**src/rtl/countdown_timer_if.sv**
```systemverilog
// Command/preset and display/status bundle for the mm:ss countdown timer.
interface countdown_timer_if;
   logic       load;
   logic       start;
   logic       pause;
   logic [7:0] min_in;
   logic [7:0] sec_in;
   logic [7:0] min_out;
   logic [7:0] sec_out;
   logic       running;
   logic       done;
   logic       alarm;
   logic       load_err;

   modport master (
      output load, start, pause, min_in, sec_in,
      input  min_out, sec_out, running, done, alarm, load_err
   );

   modport slave (
      input  load, start, pause, min_in, sec_in,
      output min_out, sec_out, running, done, alarm, load_err
   );
endinterface

```
**src/rtl/countdown_timer.sv**
```systemverilog
// Preset BCD mm:ss countdown timer with run/pause, 00:00 alarm and load validation.
// One second is CLK_HZ clk cycles, counted by a prescaler that only runs in RUN.
module countdown_timer #(
   parameter int unsigned CLK_HZ = 24_000_000
) (
   input  logic               clk,
   input  logic               res,
   countdown_timer_if.slave   bus
);

   localparam int unsigned PW = (CLK_HZ > 1) ? $clog2(CLK_HZ) : 1;
   localparam logic [PW-1:0] PRE_MAX = PW'(CLK_HZ - 1);

   typedef enum logic [1:0] {IDLE, RUN, PAUSE, DONE} state_t;

   state_t        state_q, state_n;
   logic [7:0]    min_q, min_n;
   logic [7:0]    sec_q, sec_n;
   logic [PW-1:0] pre_q, pre_n;
   logic          alarm_q, alarm_n;
   logic          err_q, err_n;

   logic          valid;
   logic          zero;
   logic          tick;
   logic [7:0]    dec_min, dec_sec;

   assign valid = (bus.min_in[7:4] <= 4'd9) && (bus.min_in[3:0] <= 4'd9) &&
                  (bus.sec_in[7:4] <= 4'd5) && (bus.sec_in[3:0] <= 4'd9);
   assign zero  = (min_q == 8'h00) && (sec_q == 8'h00);
   assign tick  = (state_q == RUN) && (pre_q == PRE_MAX);

   // BCD borrow chain: one-second decrement of the current count
   always_comb begin
      dec_min = min_q;
      dec_sec = sec_q;
      if (sec_q[3:0] != 4'd0) begin
         dec_sec[3:0] = sec_q[3:0] - 4'd1;
      end else begin
         dec_sec[3:0] = 4'd9;
         if (sec_q[7:4] != 4'd0) begin
            dec_sec[7:4] = sec_q[7:4] - 4'd1;
         end else begin
            dec_sec[7:4] = 4'd5;
            if (min_q[3:0] != 4'd0) begin
               dec_min[3:0] = min_q[3:0] - 4'd1;
            end else begin
               dec_min[3:0] = 4'd9;
               dec_min[7:4] = min_q[7:4] - 4'd1;
            end
         end
      end
   end

   // Next state, count, prescaler and pulse flags; load pre-empts all other commands
   always_comb begin
      state_n = state_q;
      min_n   = min_q;
      sec_n   = sec_q;
      pre_n   = pre_q;
      alarm_n = 1'b0;
      err_n   = 1'b0;
      if (bus.load) begin
         if (valid) begin
            min_n   = bus.min_in;
            sec_n   = bus.sec_in;
            pre_n   = '0;
            state_n = IDLE;
         end else begin
            err_n = 1'b1;
         end
      end else begin
         unique case (state_q)
            IDLE: begin
               if (bus.start) begin
                  pre_n = '0;
                  if (zero) begin
                     state_n = DONE;
                     alarm_n = 1'b1;
                  end else begin
                     state_n = RUN;
                  end
               end
            end
            PAUSE: begin
               // resume keeps the prescaler so a paused second finishes where it left off
               if (bus.start) begin
                  if (zero) begin
                     state_n = DONE;
                     alarm_n = 1'b1;
                  end else begin
                     state_n = RUN;
                  end
               end
            end
            RUN: begin
               if (bus.pause) begin
                  state_n = PAUSE;
               end else if (tick) begin
                  pre_n = '0;
                  min_n = dec_min;
                  sec_n = dec_sec;
                  if ((dec_min == 8'h00) && (dec_sec == 8'h00)) begin
                     state_n = DONE;
                     alarm_n = 1'b1;
                  end
               end else begin
                  pre_n = pre_q + PW'(1);
               end
            end
            DONE: begin
               state_n = DONE;
            end
            default: state_n = IDLE;
         endcase
      end
   end

   // State, count, prescaler and pulse registers
   always_ff @(posedge clk or posedge res) begin
      if (res) begin
         state_q <= IDLE;
         min_q   <= '0;
         sec_q   <= '0;
         pre_q   <= '0;
         alarm_q <= 1'b0;
         err_q   <= 1'b0;
      end else begin
         state_q <= state_n;
         min_q   <= min_n;
         sec_q   <= sec_n;
         pre_q   <= pre_n;
         alarm_q <= alarm_n;
         err_q   <= err_n;
      end
   end

   assign bus.min_out  = min_q;
   assign bus.sec_out  = sec_q;
   assign bus.running  = (state_q == RUN);
   assign bus.done     = (state_q == DONE);
   assign bus.alarm    = alarm_q;
   assign bus.load_err = err_q;

endmodule

```
**src/flat_wrapper.sv**
```systemverilog
// flat-port wrapper written by rule: the top's interface ports become plain ports
module countdown_timer_flat 
#(
   parameter int unsigned CLK_HZ = 24_000_000
)
  (clk, res, bus_load, bus_start, bus_pause, bus_min_in, bus_sec_in, bus_min_out, bus_sec_out, bus_running, bus_done, bus_alarm, bus_load_err);
  countdown_timer_if bus_i ();
  input  logic clk;
  input  logic res;
  input wire logic [$bits(bus_i.load)-1:0] bus_load;
  input wire logic [$bits(bus_i.start)-1:0] bus_start;
  input wire logic [$bits(bus_i.pause)-1:0] bus_pause;
  input wire logic [$bits(bus_i.min_in)-1:0] bus_min_in;
  input wire logic [$bits(bus_i.sec_in)-1:0] bus_sec_in;
  output wire logic [$bits(bus_i.min_out)-1:0] bus_min_out;
  output wire logic [$bits(bus_i.sec_out)-1:0] bus_sec_out;
  output wire logic [$bits(bus_i.running)-1:0] bus_running;
  output wire logic [$bits(bus_i.done)-1:0] bus_done;
  output wire logic [$bits(bus_i.alarm)-1:0] bus_alarm;
  output wire logic [$bits(bus_i.load_err)-1:0] bus_load_err;
  assign bus_i.load = bus_load;
  assign bus_i.start = bus_start;
  assign bus_i.pause = bus_pause;
  assign bus_i.min_in = bus_min_in;
  assign bus_i.sec_in = bus_sec_in;
  assign bus_min_out = bus_i.min_out;
  assign bus_sec_out = bus_i.sec_out;
  assign bus_running = bus_i.running;
  assign bus_done = bus_i.done;
  assign bus_alarm = bus_i.alarm;
  assign bus_load_err = bus_i.load_err;
  countdown_timer #(.CLK_HZ(CLK_HZ)) u_core (.clk(clk), .res(res), .bus(bus_i));
endmodule
```
**config.mk**
```make
export PLATFORM = sky130hd
export DESIGN_NAME = countdown_timer_flat
export DESIGN_NICKNAME = d
export VERILOG_FILES = /design/src/rtl/countdown_timer_if.sv /design/src/rtl/countdown_timer.sv /design/src/flat_wrapper.sv
export SDC_FILE = /design/constraint.sdc
export NUM_CORES = 1
export LEC_CHECK = 0
export ABC_AREA = 1
export BUFFER_PORTS_ARGS = -buffer_cell sky130_fd_sc_hd__buf_2
export CAP_MARGIN = 30
export CORE_MARGIN = 1.5
export CORE_UTILIZATION = 55
export DETAILED_ROUTE_END_ITERATION = 8
export PLACE_DENSITY = 0.77
export RECOVER_POWER = 50
export SLEW_MARGIN = 20
export SYNTH_ARGS = -nofsm -noshare
export SYNTH_HDL_FRONTEND = slang
export SYNTH_SLANG_ARGS = --single-unit
```
**constraint.sdc**
```tcl
create_clock -name clk -period 3.47 [get_ports clk]
set_input_delay 0.347 -clock clk [delete_from_list [all_inputs] [get_ports clk]]
set_output_delay 0.347 -clock clk [all_outputs]
set_load 0.02 [all_outputs]
```
==> summary.md <==
| Metric | Value |
|---|---|
| Total Wirelength | `7045 microns` |
| CP arrival | `2.85 ns` |
| Grt ovf | `0` |
| Clock latency at the later pin of the worst-skew pair | `between 0.3 and 0.4 ns` |
| Die Area | `0.006089 sq mm` |
| Required @ worst endpoint | `3.70 ns` |
| Max-cap violations | `1` |
| CTS Sinks | `45` |
| Vias in the first global route | `2707` |
| CP max FO | `22` |
| Crit path time final | `2.613 ns` |
| Clk buf depth | `2` |
| DR DRC count | `0` |
| Die Span X | `78.04 microns` |
| Synthesized net count | `approximately 470` |
| Total CTS buffers | `5` |
| Reg2reg setup slack | `1.25 ns` |
| Fillers | `510` |
| Port bufs | `40` |
| Setup Buffers After CTS | `0` |
| Post-Synthesis Cells | `442` |
| HP Class | `in -> async` |
| Status | `finished with violations` |
| Starting density of the core | `0.5658` |
| Routed Antenna Nets | `0` |
| DR vias | `2947` |
| Initial antenna violation count | `0` |
| Layout Skew | `0.01044 ns` |
| Post-place setup slack | `around 0.9 ns` |
| CTS H-tree lvls | `2` |
| Final #Nets | `505` |
| Max-slew violations | `34` |
| Register area share after synthesis | `0.3636` |
| Final WS setup | `~0.86 ns` |
| TNS Setup | `0 ns` |
| Post-synthesis cell type count | `39` |
| Slew @ Worst Pin | `about 1.8 ns` |
| Fmax | `roughly 380 MHz` |
| ANT cells | `0` |
| Worst slew margin | `-0.1795` |
| Core area | `0.005473 sq mm` |
| Iteration-0 DRC Markers | `176` |
| Unrepaired setup endpoints after global routing | `no` |
| Drt first pass iters | `4` |
| Critical path type | `in -> reg` |
| RR Endpoint | `u_core.pre_q[13]$_DFFE_PP0P_` |
| Reg2Reg Depth | `9` |
| Synth Cell Area | `0.003097 sq mm` |
| Final GP Congestion | `0.9265` |
| Final Hold Vio Count | `0` |
| Row cnt | `27` |
| Die Ht | `78.04 microns` |
| Cell Pwr Density | `490.9 mW/mm^2` |
| Io pins | `between 40 and 50` |
| CTS tree | `done` |
| Register bit count reported by yosys | `45` |
| Setup crit start kind | `input port` |
| Leak | `approximately 0.0017 uW` |
| Synth warnings | `0` |
| Drt wl/cell | `12.72 microns` |
| Total GRT Usage | `0.2483` |
| Element type at the critical path end | `register` |
| Hold_buf cts | `0` |
| Layout cells sized above 1 | `0.1515` |
| First-pass GRT wire length | `12220 microns` |
| CTS Root Cell | `clkbuf_8` |
| Largest net degree at the start of global routing | `46` |
| Worst-path clk slew | `0.09 ns` |
| Period utilization | `0.7529` |
| Worst ir drop on vdd | `0.3401 mV` |
| Synthesized area per cell | `7.006 sq um` |
| Failing checks | `capacitance limit, slew limit` |
| Crit Reg-Reg Startpoint | `u_core.state_q[1]$_DFFE_PP0P_` |
| Finish-stage setup viols | `0` |
| Area delta synth->final | `10.18%` |
| Final HPWL DP | `5202 microns` |
| Post-cts sizing count | `0` |
| Via density per instance | `5.319` |
-- cells in the mapped netlist --
cell | instances | area share
dfrtp_1 | 45 | 0.36
o211a_1 | 1 | 0.0032
buf_12 | 2 | 0.013
inv_1 | 52 | 0.063
or2_4 | 1 | 0.0028
nor3b_2 | 1 | 0.0040
o21ai_1 | 3 | 0.0048
nor3_1 | 14 | 0.023
nand2_4 | 3 | 0.011
buf_4 | 1 | 0.0024
o21ai_2 | 9 | 0.025
a31oi_1 | 4 | 0.0081
nor2_1 | 52 | 0.063
o21bai_1 | 1 | 0.0024
nand2_1 | 121 | 0.15
nor2_8 | 1 | 0.0065
clkinv_1 | 1 | 0.0012
o21ai_0 | 22 | 0.036
o211ai_4 | 1 | 0.0069
nand3b_1 | 2 | 0.0048
nor4_1 | 1 | 0.0020
nor2_2 | 8 | 0.016
nor3_2 | 1 | 0.0032
o211ai_1 | 1 | 0.0024
nand4_1 | 12 | 0.024
xor2_1 | 9 | 0.025
nand3_1 | 31 | 0.050
and2_1 | 1 | 0.0020
inv_2 | 4 | 0.0048
buf_6 | 2 | 0.0073
nand2_2 | 2 | 0.0040
mux2_2 | 1 | 0.0036
a31o_2 | 1 | 0.0028
nor3b_1 | 1 | 0.0024
clkbuf_1 | 4 | 0.0048
nor2_4 | 2 | 0.0073
buf_2 | 1 | 0.0016
ha_1 | 3 | 0.012
a21oi_1 | 20 | 0.032
-- state kept, by name (all words and copies together), names as in the netlist --
| signal | count |
|---|---|
| u_core.bus.min_out | 8 |
| u_core.pre_q | 25 |
| u_core.bus.alarm | 1 |
| u_core.state_q | 2 |
| u_core.bus.load_err | 1 |
| u_core.bus.sec_out | 8 |
-- worst max path at each step --
stage | startpoint | end | cells after the start
after detailed placement | bus_sec_in[2] | u_core.pre_q[18]$_DFFE_PP0P_ | 11
after floorplan | u_core.bus.sec_out[1]$_DFFE_PP0P_ | u_core.state_q[1]$_DFFE_PP0P_ | 14
after global placement | bus_sec_in[2] | u_core.pre_q[18]$_DFFE_PP0P_ | 11
after CTS | bus_sec_in[2] | u_core.pre_q[18]$_DFFE_PP0P_ | 11
final | bus_load | u_core.pre_q[18]$_DFFE_PP0P_ | 9
after global routing | bus_load | u_core.pre_q[18]$_DFFE_PP0P_ | 9
-- metal layers --
layer	share of wire	up-vias	global-route usage	routed length [microns]
met5	0	-	0	0
met4	0.015	0	0.09107	106
met3	0.044	12	0.03837	308
met2	0.48	85	0.4139	3379
met1	0.46	1342	0.3267	3251
li1	-	1508	-	-
-- critical path, cell delays in order --
cell      delay (ns)
clkbuf_1        0.71
nand4_1         0.36
nand2_1         0.63
inv_1           0.25
nor2_1          0.23
nand2_1         0.09
nand2_1         0.07
nand2_1         0.04
nor2_1          0.11
-- placed cells by master, fill, tap and decap left out, drive strengths merged, types with 2 or more instances in the layout --
cell	n
a21oi	20
a31oi	4
buf	31
clkbuf	18
dfrtp	45
ha	3
inv	56
nand2	126
nand3	31
nand3b	2
nand4	12
nor2	63
nor3	15
nor3b	2
o211ai	2
o21ai	34
xor2	9
-- layout make-up --
cell class	count	area, sq um	share of cell area
multi-input combinational	330	1667	0.4884
sequential	45	1126	0.3300
inverter	57	214.0	0.06271
timing repair buffer	42	198.9	0.05831
tap	72	90.09	0.02640
clock buffer	7	86.33	0.02530
clock inverter	1	30.03	0.008801
-- power by group --
group / total (uW) / leakage [uW] / switching [uW] / internal, uW
clock: 414 / 0.0000585 / 179 / 235
combinational: 581 / 0.00103 / 400 / 181
sequential: 680 / 0.000597 / 86.7 / 593
total: 1680 / 0.00168 / 666 / 1010
-- cell families after synthesis --
| group | after synthesis | synth area share |
|---|---|---|
| multiplexers | 1 | 0.003636 |
| AND/OR/NAND/NOR | 254 | 0.3729 |
| adder cells (fa/ha/maj) | 3 | 0.01212 |
| flip-flops | 45 | 0.3636 |
| buffers and inverters | 67 | 0.09818 |
| XOR/XNOR | 9 | 0.02546 |
| AO/OA/AOI/OAI | 63 | 0.1240 |
-- stage by stage --
step                      cells  power (uW)    util  hold WS (ns)  instance area (sq um)
after floorplan             442        1131       -        0.4748                   3097
after global routing        554        1797  0.6235        0.1013                   3412
final                       554        1675  0.6235       0.05321                   3412
after detailed placement    545        1275  0.6038        0.5146                   3304
after global placement      545        1261  0.6038        0.5078                   3304
after CTS                   553        1693  0.6251        0.2847                   3421
No activity file was read; power rests on OpenSTA's default activity.
